==> config.mk <==
export PLATFORM = sky130hd
export DESIGN_NAME = exec_sequencer_flat
export DESIGN_NICKNAME = d
export VERILOG_FILES = /design/src/rtl/exec_sequencer_if.sv /design/src/rtl/exec_sequencer.sv /design/src/flat_wrapper.sv
export SDC_FILE = /design/constraint.sdc
export NUM_CORES = 1
export LEC_CHECK = 0
export ABC_AREA = 1
export BUFFER_PORTS_ARGS = -buffer_cell sky130_fd_sc_hd__buf_2
export CAP_MARGIN = 10
export CORE_MARGIN = 3
export CORE_UTILIZATION = 50
export DETAILED_ROUTE_END_ITERATION = 16
export PLACE_DENSITY = 0.76
export SYNTH_ARGS = -nofsm -noshare
export SYNTH_HDL_FRONTEND = slang
export SYNTH_SLANG_ARGS = --single-unit
==> constraint.sdc <==
create_clock -name clk -period 5.8 [get_ports clk]
set_input_delay 0.29 -clock clk [delete_from_list [all_inputs] [get_ports clk]]
set_output_delay 0.29 -clock clk [all_outputs]
set_load 0.02 [all_outputs]
==> src/rtl/exec_sequencer_if.sv <==
// Fetch, ALU and memory signal bundle between exec_sequencer (master) and
// the instruction source, ALU and memory around it (slave).
interface exec_sequencer_if;
  logic       instr_req;
  logic       instr_valid;
  logic [7:0] instr_in;
  logic [1:0] alu_opcode;
  logic [3:0] alu_addrs;
  logic [7:0] alu_din0;
  logic [7:0] alu_din1;
  logic [7:0] alu_dout;
  logic       alu_carry;
  logic       alu_borrow;
  logic       alu_carry_en;
  logic       alu_bcf;
  logic       alu_mem_write;
  logic       alu_mem_read;
  logic       alu_toggle;
  logic       mem_req;
  logic       mem_we;
  logic [7:0] mem_addr;
  logic [7:0] mem_wdata;
  logic [7:0] mem_rdata;
  logic       mem_ack;

  modport master (
    output instr_req, alu_opcode, alu_addrs, alu_din0, alu_din1,
           mem_req, mem_we, mem_addr, mem_wdata,
    input  instr_valid, instr_in, alu_dout, alu_carry, alu_borrow, alu_carry_en,
           alu_bcf, alu_mem_write, alu_mem_read, alu_toggle, mem_rdata, mem_ack
  );

  modport slave (
    input  instr_req, alu_opcode, alu_addrs, alu_din0, alu_din1,
           mem_req, mem_we, mem_addr, mem_wdata,
    output instr_valid, instr_in, alu_dout, alu_carry, alu_borrow, alu_carry_en,
           alu_bcf, alu_mem_write, alu_mem_read, alu_toggle, mem_rdata, mem_ack
  );
endinterface

==> src/rtl/exec_sequencer.sv <==
// Fetch/execute sequencer feeding a combinational ALU: fetches instructions,
// drives operands from a 4x8 register file and retires ALU results.
module exec_sequencer #(
  parameter int                  PC_WIDTH = 8,
  parameter logic [PC_WIDTH-1:0] PC_RESET = {PC_WIDTH{1'b0}}
) (
  input  logic                    clk,
  input  logic                    rst,
  input  logic                    run,
  exec_sequencer_if.master        bus,
  output logic [PC_WIDTH-1:0]     pc_out,
  output logic                    cflag,
  output logic                    toggle_out,
  output logic [1:0]              state_dbg
);
  typedef enum logic [1:0] {FETCH = 2'd0, EXEC = 2'd1, MEM = 2'd2} state_t;

  state_t              state_r, nextState_s;
  logic [PC_WIDTH-1:0] pc_r, nextPc_s;
  logic [5:0]          ir_r, nextIr_s;
  logic [7:0]          regFile_r [4];
  logic                regWe_s;
  logic [7:0]          regWdata_s;
  logic                cflag_r, nextCflag_s;
  logic                toggle_r, nextToggle_s;
  logic                memReq_r;
  logic                memWe_r, nextMemWe_s;
  logic [7:0]          memAddr_r, nextMemAddr_s;
  logic [7:0]          memWdata_r, nextMemWdata_s;
  logic [1:0]          dst_s, src1_s;

  // IR holds only opcode and addrs; the two low instruction bits carry nothing.
  assign dst_s          = ir_r[3:2];
  assign src1_s         = ir_r[1:0];
  assign bus.alu_opcode = ir_r[5:4];
  assign bus.alu_addrs  = ir_r[3:0];
  assign bus.alu_din0   = regFile_r[dst_s];
  assign bus.alu_din1   = regFile_r[src1_s];
  assign bus.instr_req  = run && (state_r == FETCH);
  assign bus.mem_req    = memReq_r;
  assign bus.mem_we     = memWe_r;
  assign bus.mem_addr   = memAddr_r;
  assign bus.mem_wdata  = memWdata_r;
  assign pc_out         = pc_r;
  assign cflag          = cflag_r;
  assign toggle_out     = toggle_r;
  assign state_dbg      = state_r;

  // FSM state register
  always_ff @(posedge clk) begin
    if (rst) begin
      state_r <= FETCH;
    end else begin
      state_r <= nextState_s;
    end
  end

  // Next-state and datapath-update decode
  always_comb begin
    nextState_s    = state_r;
    nextPc_s       = pc_r;
    nextIr_s       = ir_r;
    regWe_s        = 1'b0;
    regWdata_s     = bus.alu_dout;
    nextCflag_s    = cflag_r;
    nextToggle_s   = toggle_r;
    nextMemWe_s    = memWe_r;
    nextMemAddr_s  = memAddr_r;
    nextMemWdata_s = memWdata_r;
    case (state_r)
      FETCH: begin
        if (run && bus.instr_valid) begin
          nextIr_s    = bus.instr_in[7:2];
          nextState_s = EXEC;
        end else begin
          nextState_s = FETCH;
        end
      end
      EXEC: begin
        if (bus.alu_mem_write || bus.alu_mem_read) begin
          nextMemWe_s    = bus.alu_mem_write;
          nextMemAddr_s  = bus.alu_dout;
          nextMemWdata_s = regFile_r[dst_s];
          nextState_s    = MEM;
        end else if (bus.alu_bcf) begin
          // Branch decision uses the flag as it stood before this instruction.
          if (cflag_r) begin
            nextPc_s = PC_WIDTH'(bus.alu_dout);
          end else begin
            nextPc_s = pc_r + PC_WIDTH'(1);
          end
          nextState_s = FETCH;
        end else begin
          regWe_s     = 1'b1;
          regWdata_s  = bus.alu_dout;
          nextPc_s    = pc_r + PC_WIDTH'(1);
          nextState_s = FETCH;
        end
        if (bus.alu_carry_en) begin
          nextCflag_s = bus.alu_carry | bus.alu_borrow;
        end else begin
          nextCflag_s = cflag_r;
        end
        if (bus.alu_toggle) begin
          nextToggle_s = ~toggle_r;
        end else begin
          nextToggle_s = toggle_r;
        end
      end
      MEM: begin
        if (bus.mem_ack) begin
          if (!memWe_r) begin
            regWe_s    = 1'b1;
            regWdata_s = bus.mem_rdata;
          end else begin
            regWe_s    = 1'b0;
          end
          nextPc_s    = pc_r + PC_WIDTH'(1);
          nextState_s = FETCH;
        end else begin
          nextState_s = MEM;
        end
      end
      default: begin
        nextState_s = FETCH;
      end
    endcase
  end

  // Datapath registers, register file and memory-port outputs
  always_ff @(posedge clk) begin
    if (rst) begin
      pc_r       <= PC_RESET;
      ir_r       <= 6'd0;
      cflag_r    <= 1'b0;
      toggle_r   <= 1'b0;
      memReq_r   <= 1'b0;
      memWe_r    <= 1'b0;
      memAddr_r  <= 8'h00;
      memWdata_r <= 8'h00;
      for (int i = 0; i < 4; i++) begin
        regFile_r[i] <= 8'h00;
      end
    end else begin
      pc_r       <= nextPc_s;
      ir_r       <= nextIr_s;
      cflag_r    <= nextCflag_s;
      toggle_r   <= nextToggle_s;
      memReq_r   <= (nextState_s == MEM);
      memWe_r    <= nextMemWe_s;
      memAddr_r  <= nextMemAddr_s;
      memWdata_r <= nextMemWdata_s;
      if (regWe_s) begin
        regFile_r[dst_s] <= regWdata_s;
      end
    end
  end
endmodule

==> src/flat_wrapper.sv <==
// flat-port wrapper written by rule: the top's interface ports become plain ports
module exec_sequencer_flat 
#(
  parameter int                  PC_WIDTH = 8,
  parameter logic [PC_WIDTH-1:0] PC_RESET = {PC_WIDTH{1'b0}}
)
  (clk, rst, run, pc_out, cflag, toggle_out, state_dbg, bus_instr_req, bus_alu_opcode, bus_alu_addrs, bus_alu_din0, bus_alu_din1, bus_mem_req, bus_mem_we, bus_mem_addr, bus_mem_wdata, bus_instr_valid, bus_instr_in, bus_alu_dout, bus_alu_carry, bus_alu_borrow, bus_alu_carry_en, bus_alu_bcf, bus_alu_mem_write, bus_alu_mem_read, bus_alu_toggle, bus_mem_rdata, bus_mem_ack);
  exec_sequencer_if bus_i ();
  input  logic clk;
  input  logic rst;
  input  logic run;
  output logic [PC_WIDTH-1:0] pc_out;
  output logic cflag;
  output logic toggle_out;
  output logic [1:0] state_dbg;
  output wire logic [$bits(bus_i.instr_req)-1:0] bus_instr_req;
  output wire logic [$bits(bus_i.alu_opcode)-1:0] bus_alu_opcode;
  output wire logic [$bits(bus_i.alu_addrs)-1:0] bus_alu_addrs;
  output wire logic [$bits(bus_i.alu_din0)-1:0] bus_alu_din0;
  output wire logic [$bits(bus_i.alu_din1)-1:0] bus_alu_din1;
  output wire logic [$bits(bus_i.mem_req)-1:0] bus_mem_req;
  output wire logic [$bits(bus_i.mem_we)-1:0] bus_mem_we;
  output wire logic [$bits(bus_i.mem_addr)-1:0] bus_mem_addr;
  output wire logic [$bits(bus_i.mem_wdata)-1:0] bus_mem_wdata;
  input wire logic [$bits(bus_i.instr_valid)-1:0] bus_instr_valid;
  input wire logic [$bits(bus_i.instr_in)-1:0] bus_instr_in;
  input wire logic [$bits(bus_i.alu_dout)-1:0] bus_alu_dout;
  input wire logic [$bits(bus_i.alu_carry)-1:0] bus_alu_carry;
  input wire logic [$bits(bus_i.alu_borrow)-1:0] bus_alu_borrow;
  input wire logic [$bits(bus_i.alu_carry_en)-1:0] bus_alu_carry_en;
  input wire logic [$bits(bus_i.alu_bcf)-1:0] bus_alu_bcf;
  input wire logic [$bits(bus_i.alu_mem_write)-1:0] bus_alu_mem_write;
  input wire logic [$bits(bus_i.alu_mem_read)-1:0] bus_alu_mem_read;
  input wire logic [$bits(bus_i.alu_toggle)-1:0] bus_alu_toggle;
  input wire logic [$bits(bus_i.mem_rdata)-1:0] bus_mem_rdata;
  input wire logic [$bits(bus_i.mem_ack)-1:0] bus_mem_ack;
  assign bus_instr_req = bus_i.instr_req;
  assign bus_alu_opcode = bus_i.alu_opcode;
  assign bus_alu_addrs = bus_i.alu_addrs;
  assign bus_alu_din0 = bus_i.alu_din0;
  assign bus_alu_din1 = bus_i.alu_din1;
  assign bus_mem_req = bus_i.mem_req;
  assign bus_mem_we = bus_i.mem_we;
  assign bus_mem_addr = bus_i.mem_addr;
  assign bus_mem_wdata = bus_i.mem_wdata;
  assign bus_i.instr_valid = bus_instr_valid;
  assign bus_i.instr_in = bus_instr_in;
  assign bus_i.alu_dout = bus_alu_dout;
  assign bus_i.alu_carry = bus_alu_carry;
  assign bus_i.alu_borrow = bus_alu_borrow;
  assign bus_i.alu_carry_en = bus_alu_carry_en;
  assign bus_i.alu_bcf = bus_alu_bcf;
  assign bus_i.alu_mem_write = bus_alu_mem_write;
  assign bus_i.alu_mem_read = bus_alu_mem_read;
  assign bus_i.alu_toggle = bus_alu_toggle;
  assign bus_i.mem_rdata = bus_mem_rdata;
  assign bus_i.mem_ack = bus_mem_ack;
  exec_sequencer #(.PC_WIDTH(PC_WIDTH), .PC_RESET(PC_RESET)) u_core (.clk(clk), .rst(rst), .run(run), .bus(bus_i), .pc_out(pc_out), .cflag(cflag), .toggle_out(toggle_out), .state_dbg(state_dbg));
endmodule
Word-level counts from Yosys, hierarchy flattened
Memories as Yosys holds them, arrays and structs flattened. A register that Yosys moved wholly into a read port is not among the register bits.
Cells that the tools add are included.
Widths: inputs -> output; s select.
Storage, ports and cells
  flip-flop bits (word level): 36
  bits in writable memories: 32
  input bits: 36
  output and inout port bits: 53
  word-level logic and storage cells: 58
  memories: 1
Cells by class
  add/sub/neg operators: 1
  equal/unequal tests: 5
  multiplexer cells: 29
  bitwise logic cells: 2
  reduce and logical (&&, ||, !) cells: 11
Memory list
  u_core.regFile_r: depth 4, width 8, read ports 2, clocked after memory_dff 2, wr ports 4, line exec_sequencer.sv:21  | logic [7:0] regFile_r [4];
Operators by type and width (count)
  $mux 8: 8
  $pmux 8 s2: 1
  $mux 2: 7
  $mux 1: 11
  $add 8x1->8 const B: 1
  $reduce_and 2->1: 4
  $reduce_or 8->1: 1
  $pmux 2 s3: 1
  $eq 2x2->1 const B: 2
  $ne 2x2->1 const B: 2
  $reduce_and 3->1: 1
  $eq 2x1->1 const B: 1
  $logic_and 1x1->1: 2
  $logic_not 2->1: 1
  $pmux 1 s2: 1
  $reduce_bool 2->1: 1
  $logic_or 1x1->1: 1
  $not 1->1: 1
  $or 1x1->1: 1

Depth between registers and ports, before layout
Gate-level depths: netlist (run 1).
  depth after elaboration: 8
  gate-level depth with buffers: 10
  gate-level depth less buffers: 10

Worst setup path after synthesis (run 1)
No wires, ideal clock.
  path kind: register to register
  start: register u_core.state_r[0], in the netlist u_core.state_dbg[0]
  end: memory u_core.regFile_r[0][0] (enable)
  setup time: 0.384 ns
  arrival: 1.839 ns
  required time: 5.416 ns
  path slack: 3.577 ns
  stages on the path, launching flop included: 8
  buffers on the path: 0
  clock period less this slack: 2.223 ns
  path through: dfxtp_1 > ha_1 > inv_1 > nor2_1 > nand2_1 > nand2_4 > nand4_4 > o21ai_0
RTL lines
  start, declared: line exec_sequencer.sv:18  | state_t state_r, nextState_s;
  start signal, assigned: line exec_sequencer.sv:54  | state_r <= nextState_s;
  end, declared: line exec_sequencer.sv:21

==> results of run 1 <==
==> worst max-delay path: stages (launching register included) <==
cell and delay, ns:
dfxtp_1 0.34, inv_1 0.09, ha_1 0.25, nand2_2 0.26, nand2_4 0.19, nand4_4 0.18, o21ai_0 0.54, clkbuf_2 0.29
==> stage by stage <==
| step | total power, mW | util (%) | hold WS, ns | cells |
|---|---|---|---|---|
| after floorplan | 0.677 | - | 0.409 | 432 |
| after global placement | 0.735 | 59.7 | 0.487 | 579 |
| after detailed placement | 0.739 | 59.7 | 0.493 | 579 |
| after CTS | 1.11 | 62.6 | 0.162 | 595 |
| after global routing | 1.15 | 62.7 | 0.162 | 596 |
| final | 1.11 | 62.7 | 0.169 | 596 |
==> placed cells by master, fill, tap and decap left out, drive strengths merged <==
cell type,n
nand3b,1
clkbuf,10
a311oi,1
clkinvlp,1
nor4,1
nor3,18
o22ai,8
nand2,88
o21ai,58
a21oi,26
bufinv,1
buf,87
nand3,25
dfxtp,40
inv,40
clkinv,6
ha,5
nand4,3
nor2,67
xor2,1
edfxtp,32
==> registers in the layout, summed over array words and instances, names as in the netlist, named ones only <==
signal                cells
u_core.bus.mem_addr       8
u_core.bus.mem_req        1
u_core.bus.mem_wdata      8
u_core.bus.mem_we         1
u_core.cflag              1
u_core.ir_r               6
u_core.pc_out             8
u_core.regFile_r         32
u_core.state_dbg          2
u_core.toggle_out         1
==> how the worst min path moves through the flow <==
stage,startpoint,to,depth (start not counted)
after CTS,bus_alu_carry_en,u_core.cflag,2
after global placement,u_core.bus.mem_we,u_core.bus.mem_we,2
after global routing,bus_alu_carry_en,u_core.cflag,2
after detailed placement,u_core.pc_out[7],u_core.pc_out[7],2
after floorplan,bus_alu_carry_en,u_core.cflag,1
final,bus_alu_carry_en,u_core.cflag,2
==> cell type report <==
| class | count | area (um^2) |
|---|---|---|
| Inverter | 41 | 154 |
| Clock inverter | 7 | 62.6 |
| Sequential cell | 72 | 1760 |
| Fill cell | 598 | 2420 |
| Multi-Input combinational cell | 302 | 1430 |
| Tap cell | 77 | 96.3 |
| Clock buffer | 9 | 124 |
| Timing Repair Buffer | 88 | 443 |
==> power groups by stage <==
stage	Clock [mW]	Sequential (mW)	Combinational [mW]
2_1_floorplan	0	0.583	0.0942
3_3_place_gp	0	0.579	0.157
3_5_place_dp	0	0.579	0.159
4_1_cts	0.384	0.568	0.160
5_1_grt	0.403	0.572	0.175
6_report	0.380	0.568	0.159
==> cells by family (layout without fill, tap and decap cells) <==
| kind of cell | Yosys count | after routing | share of synthesized area (%) |
|---|---|---|---|
| AOI/OAI and AO/OA | 93 | 93 | 14.1 |
| buffers and inverters | 58 | 145 | 6.59 |
| xor gates and xnor gates | 1 | 1 | 0.256 |
| and+or+nand+nor | 203 | 203 | 25.6 |
| adders and majority gates | 5 | 5 | 1.83 |
| DFF | 72 | 72 | 51.6 |
==> layer usage <==
| metal | routed length (um) | part of all wire (%) |
|---|---|---|
| met1 | 3790 | 43 |
| met2 | 4210 | 48 |
| met3 | 578 | 6.6 |
| met4 | 163 | 1.9 |
| met5 | 0 | 0 |
==> results.md, run 1 <==
* Final ANT Viol Nets at 0
* Ant diodes at 0
* Final nets at 555
* DR vias/cell at roughly 5.4
* Setup_tns at 0 ns
* Part of the cycle the worst path needs at 42.0%
* Crit path capture type: flop
* Core area at 6490 um^2
* Gpl congestion at a little under 0.9
* Final worst slack at ~3.4 ns
* Total Wirelength at between 8 and 9 mm
* Die Footprint at ~8000 um^2
* Most area-consuming cells after synthesis: edfxtp_1, dfxtp_1, nand2_1, nor2_1, o21ai_0
* H-tree depth at 3
* CTS Root Cell: clkbuf_8
* GRT Util Overall at between 20% and 30%
* Largest net degree at the start of global routing at 34
* Crit. Startpoint: u_core.state_dbg[0]
* FMAX at 0.411 GHz
* Register area share after synthesis at ~52%
* Total gr overflow at 0
* Num Clock Sinks at just over 70
* Mapped Cells at about 430
* Synthesized Nets at roughly 470
* Synth top area share at 28.1%
* Reg2reg start: u_core.state_dbg[0]
* CP Class: reg -> reg
* Number of flops mapped to enable cells by yosys at 32
* Sequential Power Share at around half
* Antenna violations before repair at 0
* Layout cells sized above 1 at about a fifth
* Crit Path Max Fanout at 17
* Worst Hold Class: in -> reg
* Total vias in the final route at roughly 3200
* GR peak layer: met2
* Placed cell areas at approximately 3900 um^2
* Initial drt markers at ~230
* Resized cells post-CTS at 0
* Syn. warnings at 0
* Die X-Extent at just under 90 um
* Clock power frac at between 30 and 40%
* Worst slew pin tran at 0.832 ns
* Worst Setup EP: u_core.regFile_r[0][6]
* PD cells at 272 nW/um^2
* Initial Utilization at around 53%
* Routed len/inst at ~15 um
* Final worst path period need at roughly 2.4 ns
* RSZ-0062 raised after global routing: no
* Reg clk slew, reported paths at 0.08 ns
* P_leak at 1.92 nW
* CP startpoint kind: flop
* Router iterations before antenna repair at 5
* Slew headroom at approximately 44%
* Comb power frac at around 14%
* First-pass GRT wire length at ~14 mm
* Post-DP HPWL at between 6 and 7 mm
* CTS tree: done
* Vias in the first global route at between 2000 and 3000
* DR DRC count at 0
* Seq cells post-synth at approximately 70
* Setup violators final at 0
* Final Hold Viols at 0
* Post-CTS setup buffer count at 0
* Port Buffer Count at 86
* Slew Viols, Final at 0
* Switching portion of total power at between 20% and 30%
* Async set-reset flop share out of synthesis at 0%
* Top FF cell, synth: dfxtp_1
* Max-cap violation count at 0
* CTS max path bufs at 2
* Grt met2 use at 35.7%
* WP data required at ~5.8 ns
* Clock skew at between 0.007 and 0.008 ns
* Syn Std Cell Area at approximately 3400 um^2
* Status: complete, no violations
* Met3 usage at ~4.7%
* Hold-fix buffers, CTS at 0
* Peak VDD IR at approximately 170 uV
* M1 GR Usage at 31.0%
* Top cells by instance count after synthesis: nand2_1, nor2_1, o21ai_0
* RR Endpoint: u_core.regFile_r[0][6]
* Worst r2r path cells at 7
* I/O pins at 89
* Reg2reg setup slack at roughly 3.4 ns
* Internal power at between 0.7 and 0.8 mW
* TritonCTS buffer count at 9
* Net Switching at approximately 0.31 mW
* Finished layout cell area at just over 4000 um^2
* Die Ht at just under 90 um
* Worst Path Arrival at 2.48 ns
* Average size of a mapped cell at 7.91 um^2
* Pre-CTS setup slack at ~3 ns
* Clk_lat worst skew at roughly 0.34 ns
* Most common cell in the netlist: nand2_1
* Area Growth Syn to Fin at 19.2%
* Cell Rows at 29
* Area leader, netlist: edfxtp_1
* Synth cell types at 28
Note: power is estimated with default switching activity, not from simulation.
==> run 2: changes to the inputs <==
clock period = 2.51 ns   (was 5.8 ns; I/O delays follow)
==> run 2 against run 1 <==
Compared with the run above:
- cell area increased by 1.5%
- die area stayed put
- non-clock buffer count up 7
- worst setup slack worse by 3.0 ns
- clock power up 130%
- core utilization rose by 0.96 points
- worst hold slack worse by 0.14 ns
- highest routed layer unchanged
- register-to-register slack got worse by 3.0 ns
- final cell count is 1.2% higher
- sequential cell count did not move
==> results.md, run 2 (same netlist as run 1, synthesis figures left out) <==
* Status: complete, no violations
* CTS Root Cell: clkbuf_8
* Antenna violations before repair at 0 (unchanged)
* CP Class: reg -> reg
* Post-DP HPWL at 6.55 mm (+1.4%)
* First-pass GRT wire length at 13.6 mm (-0.65%)
* Core area at 6490 um^2 (unchanged)
* P_leak at 1.96 nW (+2.3%)
* Layout cells sized above 1 at 22.1% (+1.1 points)
* WP data required at 2.53 ns (-3.31 ns)
* Port Buffer Count at 86 (unchanged)
* Router iterations before antenna repair at 5 (unchanged)
* Commonest cells after routing, fill and taps aside: buf_2, nand2_1, nor2_1
* I/O pins at 89 (unchanged)
* Ant diodes at 0 (unchanged)
* Worst Path Arrival at 2.14 ns (-0.34 ns)
* Peak VDD IR at 296 uV (+69%)
* Crit Path Max Fanout at 17 (unchanged)
* Biggest register: u_core.regFile_r
* Slew Viols, Final at 0 (unchanged)
* Num Clock Sinks at 72 (unchanged)
* Placed cell areas at 3920 um^2 (+0.97%)
* Final worst path period need at 2.12 ns (-0.313 ns)
* GRT Util Overall at 22.9% (+0.057 points)
* Max reg flops at 32 (unchanged)
* DR vias/cell at 5.36 (-1.2%)
* Total gr overflow at 0 (unchanged)
* Final ANT Viol Nets at 0 (unchanged)
* H-tree depth at 3 (unchanged)
* CP startpoint kind: flop
* Area Growth Syn to Fin at 21.0%
* Gpl congestion at 0.896 (+1.5%)
* Finished layout cell area at 4130 um^2 (+1.5%)
* FMAX at 0.471 GHz (+15%)
* Final Hold Viols at 0 (unchanged)
* Cell Rows at 29 (unchanged)
* Largest net degree at the start of global routing at 34 (unchanged)
* Clk_lat worst skew at 0.36 ns (+0.02 ns)
* Total Wirelength at 8.64 mm (-1.2%)
* Routed len/inst at 14.3 um (-2.3%)
* Die Ht at 88.7 um (unchanged)
* Worst slew pin tran at 0.520 ns (-0.311 ns)
* Initial drt markers at 256 (+14%)
* Total vias in the final route at 3233 (-0.062%)
* Setup violators final at 0 (unchanged)
* PD cells at 623 nW/um^2 (+130%)
* TritonCTS buffer count at 9 (unchanged)
* Part of the cycle the worst path needs at 84.6% (+43 points)
* Setup_tns at 0 ns (unchanged)
* Die Footprint at 7860 um^2 (unchanged)
* Final nets at 562 (+1.3%)
* CTS max path bufs at 2 (unchanged)
* Vias in the first global route at 2857 (-0.49%)
* Max-cap violation count at 0 (unchanged)
* Die X-Extent at 88.7 um (unchanged)
* CTS tree: done
* Reg clk slew, reported paths at 0.09 ns (about the same)
* Commonest non-fill, non-tap cell in the layout: buf_2
* RSZ-0062 raised after global routing: no
* Worst hold slack at 0.0284 ns (-0.141 ns)
* Crit path capture type: flop
* Clock skew at 0.0135 ns (+0.00597 ns)
* Slew headroom at 65.3% (+21 points)
* DR DRC count at 0 (unchanged)
* Fill count at 591 (-1.2%)
* Initial Utilization at 52.6% (unchanged)
* Worst Hold Class: in -> reg
==> run 2: cell types whose count changed in the layout (fill, tap and decap cells not counted), sizes merged <==
cell         delta
buf             +5
inv             +4
clkinv          -3
dlygate4sd3     +3
bufinv          -1
clkinvlp        -1
==> run 2: routing by layer <==
| metal | wire (um) | vias up | track usage, % |
|---|---|---|---|
| met5 | 0 | - | 0 |
| met4 | 133 | 0 | 7.28 |
| met3 | 577 | 17 | 7.36 |
| met2 | 4180 | 122 | 36.8 |
| met1 | 3760 | 1477 | 29.2 |
| li1 | - | 1617 | - |
==> run 2: area by class of cell <==
cell class	count	area, um^2	share of cell area, %
Sequential cell	72	1760	42.6
Multi-Input combinational cell	302	1430	34.6
Timing Repair Buffer	95	505	12.2
Inverter	41	154	3.72
Clock buffer	10	149	3.60
Tap cell	77	96.3	2.33
Clock inverter	6	37.5	0.908
==> run 2: timing repair <==
item,CTS,global route
hold endpoints to repair,3,0
setup buffers,0,0
endpoints found under the setup margin,0,0
hold buffers,3,0
resized for setup,0,0
==> run 2: report_power, final <==
group          switching (mW)  internal, mW  total [mW]
Clock                   0.467         0.420       0.888
Combinational           0.261         0.125       0.386
Sequential             0.0345          1.27        1.30
==> run 2: critical path: stages (launching register included) <==
cell and delay [ns]:
dfxtp_1 0.34, inv_1 0.09, ha_1 0.24, nand2_2 0.24, nand2_4 0.18, nand4_4 0.16
inv_2 0.12, nand2_4 0.08, nand2_1 0.31
==> run 2: worst paths after layout <==
kind              slack [ns]                start                     end  depth (start not counted)
hold / removal          0.03      bus_alu_dout[2]  u_core.bus.mem_addr[2]                          3
setup / recovery        0.39  u_core.state_dbg[0]  u_core.regFile_r[1][6]                          8
hold reg to reg         0.51     u_core.pc_out[7]        u_core.pc_out[7]                          2
setup reg to reg        0.39  u_core.state_dbg[0]  u_core.regFile_r[1][6]                          8
==> run 2: stage by stage <==
step	setup WS, ns	util, %	instances	total power, mW
after global placement	0.508	60.3	584	1.70
after global routing	0.189	63.6	603	2.69
final	0.387	63.6	603	2.58
after detailed placement	0.412	60.3	584	1.71
after CTS	0.393	63.6	603	2.59
after floorplan	0.287	-	432	1.57
